==> src/rtl/btb_update_ctrl.sv <==
// -----------------------------------------------------------------------------
// btb_update_ctrl
//
// Producer side of the dual-bank BTB update path. Resolved branches are
// reduced to the BTB-relevant events (mispredicted JALR outside debug mode).
// These events are queued in a small FIFO and issued as at most one
// btb_update_t per cycle toward the bank-select mux.
//
// The block also owns the checkpoint-mode bit that steers the mux. A mode
// change first drains every pending update into the old bank. Only after
// that drain does the mode flip.
//
// Ports
//   clk_i, rst_ni        clock, asynchronous active-low reset
//   flush_i              discard queued updates
//   debug_mode_i         block acceptance of new updates
//   res_valid_i          resolved branch valid
//   res_pc_i             PC of the resolved branch
//   res_target_i         resolved target address
//   res_mispredict_i     branch was mispredicted
//   res_is_jalr_i        branch is an indirect jump
//   ckpt_req_i           requested checkpoint mode (level)
//   btb_update_o         {valid, pc, target_address} to the bank-select mux
//   ckpt_mode_o          current checkpoint mode
//   ckpt_busy_o          mode switch pending
//   drop_cnt_o           saturating count of qualifying events not enqueued
// -----------------------------------------------------------------------------

package riscv;
  localparam int unsigned VLEN = 64;
endpackage

package ariane_pkg;
  typedef struct packed {
    logic                   valid;
    logic [riscv::VLEN-1:0] pc;
    logic [riscv::VLEN-1:0] target_address;
  } btb_update_t;
endpackage

module btb_update_ctrl #(
  parameter int unsigned DEPTH = 4
) (
  input  logic                    clk_i,
  input  logic                    rst_ni,
  input  logic                    flush_i,
  input  logic                    debug_mode_i,
  input  logic                    res_valid_i,
  input  logic [riscv::VLEN-1:0]  res_pc_i,
  input  logic [riscv::VLEN-1:0]  res_target_i,
  input  logic                    res_mispredict_i,
  input  logic                    res_is_jalr_i,
  input  logic                    ckpt_req_i,
  output ariane_pkg::btb_update_t btb_update_o,
  output logic                    ckpt_mode_o,
  output logic                    ckpt_busy_o,
  output logic [7:0]              drop_cnt_o
);

  localparam int unsigned PtrW = $clog2(DEPTH);

  localparam logic [PtrW:0]   CntFull = (PtrW+1)'(DEPTH);
  localparam logic [PtrW:0]   CntOne  = (PtrW+1)'(1);
  localparam logic [PtrW-1:0] PtrOne  = PtrW'(1);

  localparam logic [1:0] RUN    = 2'd0;
  localparam logic [1:0] DRAIN  = 2'd1;
  localparam logic [1:0] SWITCH = 2'd2;

  logic [1:0]             state_q, state_d;
  logic [PtrW-1:0]        wptr_q, rptr_q;
  logic [PtrW:0]          cnt_q, cnt_d;
  logic                   mode_q;
  logic [7:0]             drop_q;

  logic [riscv::VLEN-1:0] pc_mem  [DEPTH];
  logic [riscv::VLEN-1:0] tgt_mem [DEPTH];

  logic qual, full, empty, enq, deq, drop;

  assign qual  = res_valid_i && res_mispredict_i && res_is_jalr_i && !debug_mode_i;
  assign full  = (cnt_q == CntFull);
  assign empty = (cnt_q == '0);

  // A flush discards the head as well. Nothing is issued in the flush cycle.
  assign deq  = !empty && (state_q != SWITCH) && !flush_i;
  // No full-bypass: the full check uses the count before this cycle's pop.
  assign enq  = qual && (state_q == RUN) && !full && !flush_i;
  // A qualifying, unflushed event that is not enqueued was either rejected
  // by a full FIFO or arrived outside RUN.
  assign drop = qual && !flush_i && !enq;

  always_comb begin
    btb_update_o = '0;
    if (deq) begin
      btb_update_o.valid          = 1'b1;
      btb_update_o.pc             = pc_mem[rptr_q];
      btb_update_o.target_address = tgt_mem[rptr_q];
    end
  end

  always_comb begin
    cnt_d = cnt_q;
    if (flush_i) begin
      cnt_d = '0;
    end else begin
      unique case ({enq, deq})
        2'b10:   cnt_d = cnt_q + CntOne;
        2'b01:   cnt_d = cnt_q - CntOne;
        default: cnt_d = cnt_q;
      endcase
    end
  end

  // No enqueue happens in DRAIN, so cnt_d == 0 covers both cases.
  // One case is the last entry popping this cycle. The other is a flush.
  always_comb begin
    state_d = state_q;
    unique case (state_q)
      RUN: begin
        if (ckpt_req_i != mode_q) state_d = DRAIN;
      end
      DRAIN: begin
        if (ckpt_req_i == mode_q) state_d = RUN;
        else if (cnt_d == '0)     state_d = SWITCH;
      end
      SWITCH:  state_d = RUN;
      default: state_d = RUN;
    endcase
  end

  always_ff @(posedge clk_i or negedge rst_ni) begin
    if (!rst_ni) begin
      state_q <= RUN;
      cnt_q   <= '0;
      wptr_q  <= '0;
      rptr_q  <= '0;
      mode_q  <= 1'b0;
      drop_q  <= '0;
    end else begin
      state_q <= state_d;
      cnt_q   <= cnt_d;
      if (flush_i) begin
        wptr_q <= '0;
        rptr_q <= '0;
      end else begin
        if (enq) wptr_q <= wptr_q + PtrOne;
        if (deq) rptr_q <= rptr_q + PtrOne;
      end
      if (state_q == SWITCH)       mode_q <= ~mode_q;
      if (drop && drop_q != 8'hFF) drop_q <= drop_q + 8'd1;
    end
  end

  // The storage array has no reset. The count gates every read.
  always_ff @(posedge clk_i) begin
    if (enq) begin
      pc_mem[wptr_q]  <= res_pc_i;
      tgt_mem[wptr_q] <= res_target_i;
    end
  end

  assign ckpt_mode_o = mode_q;
  assign ckpt_busy_o = (state_q != RUN);
  assign drop_cnt_o  = drop_q;

endmodule

==> config.mk <==
export PLATFORM = sky130hd
export DESIGN_NAME = btb_update_ctrl
export DESIGN_NICKNAME = d
export VERILOG_FILES = /design/src/rtl/btb_update_ctrl.sv
export SDC_FILE = /design/constraint.sdc
export NUM_CORES = 1
export LEC_CHECK = 0
export CAP_MARGIN = 10
export CORE_MARGIN = 2
export CORE_UTILIZATION = 55
export CTS_CLUSTER_DIAMETER = 200
export DETAILED_ROUTE_END_ITERATION = 8
export GPL_ROUTABILITY_DRIVEN = 0
export HOLD_SLACK_MARGIN = 0.12
export PLACE_DENSITY = 0.8
export SETUP_SLACK_MARGIN = 0.2
export SYNTH_ARGS = -nofsm -noshare
export SYNTH_HDL_FRONTEND = slang
export SYNTH_SLANG_ARGS = --single-unit
export TNS_END_PERCENT = 1
==> constraint.sdc <==
create_clock -name clk_i -period 5 [get_ports clk_i]
set_input_delay 0.75 -clock clk_i [delete_from_list [all_inputs] [get_ports clk_i]]
set_output_delay 0.75 -clock clk_i [all_outputs]
set_load 0.02 [all_outputs]
==> impl_results.md, run 1 <==
- CTS clk-pin slew, worst paths: 0.06 ns
- Cell Rows: 70
- Most frequently used cell type in the post-synthesis netlist: edfxtp_1
- Tmin final: 4.05 ns
- Internal Pwr Total: 7.36 mW
- Peak VDD IR: 0.316 mV
- Dominant synthesized flop cell: edfxtp_1
- Number of port buffers: 274
- Leakage power total: 7.83 nW
- Critical Path RT: 4.25 ns
- Layout net count: 1,351
- Peak Freq: 247 MHz
- Number of max-cap violations: 0
- Element type at the critical path start: input port
- Area fraction in compound gates after synthesis: 0.364%
- Count of clock tree sinks: 530
- Pin slew with the least headroom to its limit: 0.847 ns
- Syn. warnings: 0
- Portion of synthesized cell area occupied by the leading cell type: 75.8%
- Fraction of power consumed by combinational cells: 7.4%
- Kind of critical path: input port to output pin
- Largest family of logic cells by synthesized area: multiplexers
- Antenna Violating Nets Remaining: 0
- Parity-gate share of the synthesized area counting xor and xnor cells: 0.518%
- Worst reg-to-reg setup slack: 1.88 ns
- TritonRoute pass-1 iters: 5
- Distinct cell type count after synthesis: 36
- Global router's overall resource usage: 20.9%
- CTS H-Tree Depth: 2
- Count of buffer and inverter cells on the critical path: 3
- Number of buffers between clock root and the deepest sink: 3
- Final Slew Violations: 0
- Sequential cell fraction of total power: 53.6%
- Setup_tns: 0 ns
- DIE HEIGHT: 196 um
- First-pass GRT wire length: 59,900 um
- Net switching component of the power: 1.89 mW
- Final instance count without filler cells: 1,719
- Initial antenna violation count: 2
- Worst slack at placement: 0.919 ns
- Clock root buffer: clkbuf_16
- Syn Nets: 1,052
- Endpoint arrival time on the critical path: 3.30 ns
- Unrepaired setup endpoints after global routing: false
- Worst Setup EP: btb_update_o[93]
- Worst setup path startpoint: flush_i
- Wire length per cell after detailed routing: 22.9 um
- Clock power share: 39.0%
- Detailed router's first-iteration violation count: 637
- Critical path, cell by cell: clkdlybuf4s50_1 -> nand2b_4 -> buf_4 -> nor2b_1 -> clkdlybuf4s50_1
- DP Wirelength: 23,600 um
- Cell with the biggest individual delay on the critical path: clkdlybuf4s50_1
- Combined area of all synthesized cells: 0.0203 mm2
- Fraction of layout cells with a size suffix above 1: 18.8%
- R2R Path Start: cnt_q[1]
- Levels on crit path: 5
- Post-Route Skew: 0.0245 ns
- Number of hold-slack violations in the final timing report: 0
- Post-synthesis async set-or-reset flop share: 3.40%
- R2r worst-path depth: 9
- Count of hold buffers inserted by post-cts repair: 0
- Crit-path max cell delay: 0.73 ns
- Core ar.: 0.0364 mm2
- Synth area leaders: edfxtp_1 (76%), mux4_2 (14%), nor2b_1 (3.9%), dfrtp_1 (2.2%), clkbuf_1 (0.52%)
- IO Pins: 275
- Post-synthesis cell count: 909
- Starting utilization of the core area: 55.7%
- Post-route clock period utilization: 81.1%
- Number of remaining DRC errors: 0
- Fraction of the mapped netlist area in simple logic gates: 5.11%
- Share of cell area taken by muxes after synthesis: 14.5%
- Endpoint of the lowest-slack register-to-register path: state_q[0]
- Number of instances resized during post-cts repair: 0
- Capturing element type of the critical path: output pin
- Post-synth EDFFs: 512
- Min setup slack post-route: 0.947 ns
- Utilization after layout: 69.3%
- Total routed wirelength: 39,400 um
- Post-synthesis register bit count: 530
- Post-placement cell count: 1,623
- DR vias/cell: 5.63
- Power Dens Cells: 366 mW/mm2
- TritonCTS clock tree: yes
- Worst hold path type: register to register
- Critical path's top delay family: buffers and inverters
- Die Footprint: 0.0384 mm2
- Register area share after synthesis: 78.0%
- Maximum number of pins on one net before global-route repair: 78
- Post-CTS setup buffers: 0
- Layout overhead on the synthesized area: 24.5%
- TritonCTS Buffers: 51
- Worst relative slew slack: 43.3%
- Most frequent cell on the critical path: clkdlybuf4s50_1
- Vias after detailed routing: 9,670
- Die Wd: 196 um
- Source-to-sink clock delay at the later pin of the worst-skew pair: 0.57 ns
- Worst-path fanout max: 51
- Status: finished clean
- Endpoints failing setup: 0
- Post-synthesis cell type with the largest combined area: edfxtp_1
- Top cells by instance count after synthesis: edfxtp_1 (512), mux4_2 (128), nor2b_1 (128), clkbuf_1 (28), dfrtp_1 (18)
- Arithmetic-cell share of the synthesized area counting full adders, half adders and majority gates: 0.469%
- Avg Cell Area, Syn: 22.3 um2
- Total gr overflow: 0
- Via count of the first global-routing pass: 10.3k
- Switching part of the total power: 20.4%
## how the worst min path moves through the flow
stage | from | to | slack, ns | cells past startpoint
6_report | drop_cnt_o[5] | drop_cnt_o[5] | 0.50 | 1
5_1_grt | drop_cnt_o[5] | drop_cnt_o[5] | 0.53 | 1
4_1_cts | drop_cnt_o[5] | drop_cnt_o[5] | 0.50 | 1
3_5_place_dp | drop_cnt_o[5] | drop_cnt_o[5] | 0.49 | 1
3_3_place_gp | drop_cnt_o[5] | drop_cnt_o[5] | 0.48 | 1
2_1_floorplan | rst_ni | ckpt_mode_o | 0.45 | 0
## flip-flops by register name, indices dropped and copies added (netlist names)
name	count
rptr_q	2
state_q	2
drop_cnt_o	8
cnt_q	3
ckpt_mode_o	1
wptr_q	2
pc_mem	256
tgt_mem	256
## placed cells by master (no fill, tap or decap), types with 2 or more instances in the layout
| master | instances |
|---|---|
| edfxtp_1 | 512 |
| clkdlybuf4s50_1 | 274 |
| mux4_2 | 128 |
| nor2b_1 | 128 |
| clkbuf_16 | 51 |
| dfrtp_1 | 16 |
| clkinv_1 | 15 |
| clkinv_2 | 13 |
| xnor2_1 | 11 |
| nor2_1 | 9 |
| buf_4 | 9 |
| buf_12 | 8 |
| nand2_1 | 6 |
| ha_1 | 6 |
| clkbuf_1 | 6 |
| inv_1 | 5 |
| and2_4 | 4 |
| bufinv_16 | 4 |
| nand2b_1 | 3 |
| and3_1 | 3 |
| diode_2 | 2 |
| nand4b_1 | 2 |
| mux2i_1 | 2 |
| o21ai_0 | 2 |
| a21oi_1 | 2 |
| and2_1 | 2 |
| a31oi_1 | 2 |
| mux2_4 | 2 |
| nand4_1 | 2 |
| nand3_1 | 2 |
| inv_6 | 2 |
| clkinvlp_4 | 2 |
| dfrtp_4 | 2 |
## final cells by class
cell class / instances / area, um2
Sequential cell: 530 / 15800
Fill cell: 2235 / 11200
Multi-Input combinational cell: 329 / 4260
Timing Repair Buffer: 291 / 2970
Clock buffer: 57 / 1300
Tap cell: 468 / 586
Clock inverter: 37 / 283
Inverter: 5 / 18.8
Antenna cell: 2 / 5.00
## routing by layer
| metal | vias to the layer above | track usage (%) | share of wire [%] |
|---|---|---|---|
| met4 | 2 | 7.04 | 2.8 |
| met5 | - | 0 | 0.033 |
| met3 | 73 | 4.57 | 6.6 |
| li1 | 4291 | - | - |
| met1 | 4981 | 28.5 | 41 |
| met2 | 323 | 34.1 | 50 |
## power by group through the flow
stage	combinational [mW]	clock [mW]	sequential (mW)
after detailed placement	0.689	0	5.05
final	0.684	3.61	4.96
after global placement	0.675	0	5.05
after global routing	0.732	3.85	4.97
after floorplan	0.367	0	5.05
after CTS	0.694	3.69	4.96
## metrics by stage
stage	instance area [um2]	power (mW)	hold WS (ns)
2_1_floorplan	20300	5.42	0.454
3_5_place_dp	23700	5.74	0.489
3_3_place_gp	23700	5.73	0.485
4_1_cts	25300	9.34	0.498
6_report	25300	9.25	0.499
5_1_grt	25300	9.55	0.531
## cells by family (layout without fill, tap and decap cells)
logic type      count (synthesis)  in the layout
flops                         530            530
simple gates                  169            169
mux                           132            132
buf+inv                        50            390
xor+xnor                       12             12
compound gates                  9              9
fa+ha+maj                       7              7
other cells                     0              2
No activity file was read; power rests on OpenSTA's default activity.
==> run 2, diff against run 1 <==
Settings changed: CORE_UTILIZATION 55 to 49, PLACE_DENSITY 0.8 to 0.75.
Clock period 5 ns to 3.3 ns, I/O delays scaled along.
==> run 2 against run 1 <==
Compared with the run above: register-to-register slack got worse by 1.3 ns; global-route usage decreased by 1.6 points; worst setup slack got worse by 0.71 ns; sequential share of layout area decreased by 1.4 points; critical path depth unchanged; die area increased by 12%; wire length increased by 4.2%; clock power increased by 60%; cell area increased by 2.3%; flip-flop and latch count unchanged.
==> impl_results.md, run 2 (same netlist as run 1, synthesis figures left out) <==
- Status: finished clean
- DP Wirelength: 26,000 um
- TritonCTS clock tree: yes
- Unrepaired setup endpoints after global routing: true
- Die Footprint: 0.0430 mm2
- DIE HEIGHT: 207 um
- TritonCTS Buffers: 54
- Total routed wirelength: 41,100 um
- Cell Rows: 74
- CTS clk-pin slew, worst paths: 0.06 ns
- Wire length per cell after detailed routing: 22.6 um
- IO Pins: 275
- TritonRoute pass-1 iters: 5
- Utilization after layout: 63.3%
- Most crowded layer after global routing: met2
- CTS H-Tree Depth: 2
- DR vias/cell: 5.43
- Count of clock tree sinks: 530
- Worst hold path type: input port to async pin
- Endpoint arrival time on the critical path: 2.57 ns
- Number of port buffers: 274
- Starting utilization of the core area: 49.7%
- Setup_tns: 0 ns
- Initial antenna violation count: 6
- First-pass GRT wire length: 63,200 um
- Net switching component of the power: 2.95 mW
- Number of remaining DRC errors: 0
- Top library cells by usage in the layout, fill and taps aside: edfxtp_1 (512), clkdlybuf4s50_1 (147), mux4_2 (128), nor2b_1 (128), dlygate4sd2_1 (60)
- Fraction of layout cells with a size suffix above 1: 22.3%
- Peak VDD IR: 0.468 mV
- Fraction of power consumed by combinational cells: 7.4%
- Number of buffers between clock root and the deepest sink: 3
- Post-route clock period utilization: 92.8%
- Maximum number of pins on one net before global-route repair: 60
- Critical Path RT: 2.80 ns
- Hold slack: 0.385 ns
- Total gr overflow: 0
- Clock power share: 40.3%
- Worst relative slew slack: 44.9%
- Internal Pwr Total: 11.4 mW
- Die Wd: 207 um
- Pin slew with the least headroom to its limit: 0.825 ns
- Element type at the critical path start: register
- Tmin final: 3.06 ns
- Antenna Violating Nets Remaining: 0
- Clock root buffer: clkbuf_16
- Post-Route Skew: 0.0103 ns
- Core ar.: 0.0408 mm2
- Critical path, cell by cell: buf_12 -> buf_16 -> mux4_2 -> nor2b_1 -> dlygate4sd2_1
- Layout overhead on the synthesized area: 27.4%
- Met1 Track Usage GR: 27.6%
- Vias after detailed routing: 9,885
- Crit-path max cell delay: 0.57 ns
- Global router's overall resource usage: 19.3%
- Met3 track demand over resource: 4.58%
- Switching part of the total power: 20.6%
- Final Slew Violations: 0
- Number of hold-slack violations in the final timing report: 0
- Source-to-sink clock delay at the later pin of the worst-skew pair: 0.58 ns
- Via count of the first global-routing pass: 10.3k
- Peak Freq: 327 MHz
- Sequential cell fraction of total power: 52.3%
- Worst-path fanout max: 17
- Layout net count: 1,384
- Global Route met2 Usage: 30.1%
- Leakage power total: 9.06 nW
- Cell with the biggest individual delay on the critical path: mux4_2
- Detailed router's first-iteration violation count: 719
- Power Dens Cells: 555 mW/mm2
- Critical path's top delay family: buffers and inverters
- Capturing element type of the critical path: output pin
- Endpoints failing setup: 0
- Kind of critical path: register to output pin
- Most common cell after layout, fill and taps aside: edfxtp_1
- Count of buffer and inverter cells on the critical path: 3
- Number of max-cap violations: 0
[run 2: what timing repair did]
item,in CTS,in global routing
setup buffers,1,0
resized for setup,102,89
pin swaps,0,0
setup endpoints to repair,125,72
hold buffers,0,0
[run 2: power groups by stage]
stage	Clock (mW)	Combinational, mW	Sequential, mW
global route	6.19	1.15	7.50
floorplan	0	0.555	7.65
global placement	0	1.07	7.63
CTS	5.93	1.08	7.50
finish	5.78	1.06	7.50
detailed placement	0	1.09	7.64
[run 2: final timing paths]
| kind | start | cells after the start | endpoint | slack, ns |
|---|---|---|---|---|
| min in group clk_i | drop_cnt_o[5] | 1 | drop_cnt_o[5] | 0.51 |
| worst min-delay path | rst_ni | 1 | drop_cnt_o[5] | 0.38 |
| worst min register to register | drop_cnt_o[5] | 1 | drop_cnt_o[5] | 0.51 |
| worst max-delay path | rptr_q[0] | 5 | btb_update_o[78] | 0.24 |
| max in group asynchronous | rst_ni | 1 | rptr_q[0] | 2.31 |
| worst max register to register | cnt_q[1] | 9 | state_q[0] | 0.53 |
[run 2: metal layers]
layer	wire length [um]	up-vias	part of all wire (%)
li1	-	4371	-
met1	17500	5116	43
met2	19900	335	48
met3	2940	57	7.2
met4	729	6	1.8
met5	41	-	0.10
[run 2: area by class of cell]
type / instances / area, um2
multi-input combinational: 329 / 4260
fill: 2794 / 15000
clock inverter: 30 / 211
tap: 532 / 666
timing repair buffer: 321 / 3360
sequential: 530 / 15800
antenna: 3 / 7.51
clock buffer: 70 / 1480
inverter: 5 / 18.8
[run 2: stage by stage]
| step | power (mW) | setup slack, ns | std cells | instance area, um2 |
|---|---|---|---|---|
| after floorplan | 8.20 | 0.142 | 909 | 20300 |
| after global placement | 8.70 | 0.277 | 1716 | 24200 |
| after detailed placement | 8.73 | 0.257 | 1716 | 24200 |
| after CTS | 14.5 | -0.00289 | 1817 | 25800 |
| after global routing | 14.8 | 0.134 | 1817 | 25800 |
| final | 14.3 | 0.239 | 1820 | 25800 |
==> run 3, diff against run 2 <==
Settings changed: CTS_CLUSTER_SIZE set to 28.
==> run 3 against run 2 <==
Compared with the run above: largest cell class unchanged; critical path depth is the same; global-route usage shrank 0.81 points; non-clock buffer count up 1; count of clock-buffer cells in the layout down 38; combinational power is essentially flat; hold slack improved by 0.012 ns; utilization is 1.7 points lower; first-iteration DRC count shrank 12%; critical endpoint is now btb_update_o[108].
==> impl_results.md, run 3 (same netlist as run 1, synthesis figures left out) <==
- Hold slack: 0.396 ns
- TritonCTS clock tree: yes
- CTS clk-pin slew, worst paths: 0.11 ns
- Kind of critical path: register to output pin
- Total gr overflow: 0
- Global router's overall resource usage: 18.5%
- Worst slack at placement: 0.257 ns
- Number of max-cap violations: 0
- Via count of the first global-routing pass: 9,983
- R2R Path Start: cnt_q[1]
- DP Wirelength: 26,000 um
- Peak VDD IR: 0.435 mV
- Source-to-sink clock delay at the later pin of the worst-skew pair: 0.56 ns
- Top library cells by usage in the layout, fill and taps aside: edfxtp_1 (512), clkdlybuf4s50_1 (161), mux4_2 (128), nor2b_1 (128), dlymetal6s2s_1 (112)
- Number of fill cells in the layout: 2,838
- Peak Freq: 312 MHz
- Number of port buffers: 274
- Core ar.: 0.0408 mm2
- Clock root buffer: clkbuf_16
- Critical Path RT: 2.80 ns
- Starting utilization of the core area: 49.7%
- TritonRoute pass-1 iters: 5
- Cell Rows: 74
- Number of remaining DRC errors: 0
- Worst hold path type: input port to async pin
- IO Pins: 275
- Layout overhead on the synthesized area: 24.0%
- Post-Route Skew: 0.0206 ns
- Antenna Violating Nets Remaining: 0
- First-pass GRT wire length: 61,300 um
- Capturing element type of the critical path: output pin
- Detailed router's first-iteration violation count: 630
- Total routed wirelength: 40,200 um
- Final Slew Violations: 0
- Element type at the critical path start: register
- Power, Total: 11.7 mW
- Initial antenna violation count: 7
- Endpoints failing setup: 0
- Layout net count: 1,353
- Endpoint arrival time on the critical path: 2.71 ns
- Number of buffers between clock root and the deepest sink: 3
- Utilization after layout: 61.6%
- Vias after detailed routing: 9,692
- Power Dens Cells: 467 mW/mm2
- Tmin final: 3.21 ns
- Post-route clock period utilization: 97.2%
- DIE HEIGHT: 207 um
- Most common cell after layout, fill and taps aside: edfxtp_1
- Status: finished clean
- Worst setup path startpoint: rptr_q[0]
- Die Wd: 207 um
- Number of hold-slack violations in the final timing report: 0
- Min setup slack post-route: 0.0911 ns
- Worst relative slew slack: 44.7%
- Unrepaired setup endpoints after global routing: true
- Footprint of the multi-input gates: 0.00426 mm2
- Wire length per cell after detailed routing: 23.0 um
- TritonCTS Buffers: 22
- Die Footprint: 0.0430 mm2
- DR vias/cell: 5.53
- Fraction of layout cells with a size suffix above 1: 17.9%
- Worst-path fanout max: 18
- Count of clock tree sinks: 530
- Pin slew with the least headroom to its limit: 0.826 ns
- CTS H-Tree Depth: 1
- Maximum number of pins on one net before global-route repair: 60
- Leakage power total: 9.66 nW
- Storage cell area: 0.0158 mm2
==> run 3: area by class of cell <==
| class | instances | area share [%] |
|---|---|---|
| Inverter | 5 | 0.0746 |
| Timing Repair Buffer | 322 | 14.9 |
| Antenna cell | 2 | 0.0199 |
| Clock buffer | 32 | 2.46 |
| Tap cell | 532 | 2.65 |
| Sequential cell | 530 | 63.0 |
| Multi-Input combinational cell | 329 | 16.9 |
==> run 3: worst paths after layout <==
path                       slack (ns)                 to  cells after the start
max                              0.09  btb_update_o[108]                      5
min                              0.40      drop_cnt_o[5]                      1
max reg2reg                      0.53         state_q[0]                      9
max in group asynchronous        2.30          rptr_q[0]                      1
min reg2reg                      0.51      drop_cnt_o[5]                      1
min in group clk_i               0.51      drop_cnt_o[5]                      1
==> run 3: worst max-delay path, cell delays in order, from the launching register on <==
cell and delay (ns):
dfrtp_4 0.49, buf_12 0.19, buf_12 0.21, mux4_2 0.54, nor2b_1 0.15, clkdlybuf4s50_1 0.54
==> run 3: timing repair <==
action | 4_1_cts | 5_1_grt
buffers inserted | 2 | 0
hold buffers | 0 | 0
endpoints found under the setup margin | 125 | 125
resized for setup | 2 | 120
==> run 3: power by group <==
group | internal, mW | switching [mW] | total, mW
Sequential | 7.43 | 0.0483 | 7.48
Combinational | 0.599 | 0.488 | 1.09
Clock | 1.31 | 1.85 | 3.17
==> run 3: per-stage QoR <==
| step | setup TNS (ns) | std cells | area (um2) |
|---|---|---|---|
| finish | 0 | 1752 | 25100 |
| global route | -0.0201 | 1750 | 25100 |
| CTS | 0 | 1750 | 24800 |
| detailed placement | 0 | 1716 | 24200 |
| global placement | 0 | 1716 | 24200 |
| floorplan | 0 | 909 | 20300 |
==> run 3: layer usage <==
metal,track usage (%),share of wire [%],up-vias
met5,0,0.15,-
met4,3.45,1.6,8
met3,3.68,6.2,49
met2,30.0,49,262
met1,26.7,43,5116
li1,-,-,4257
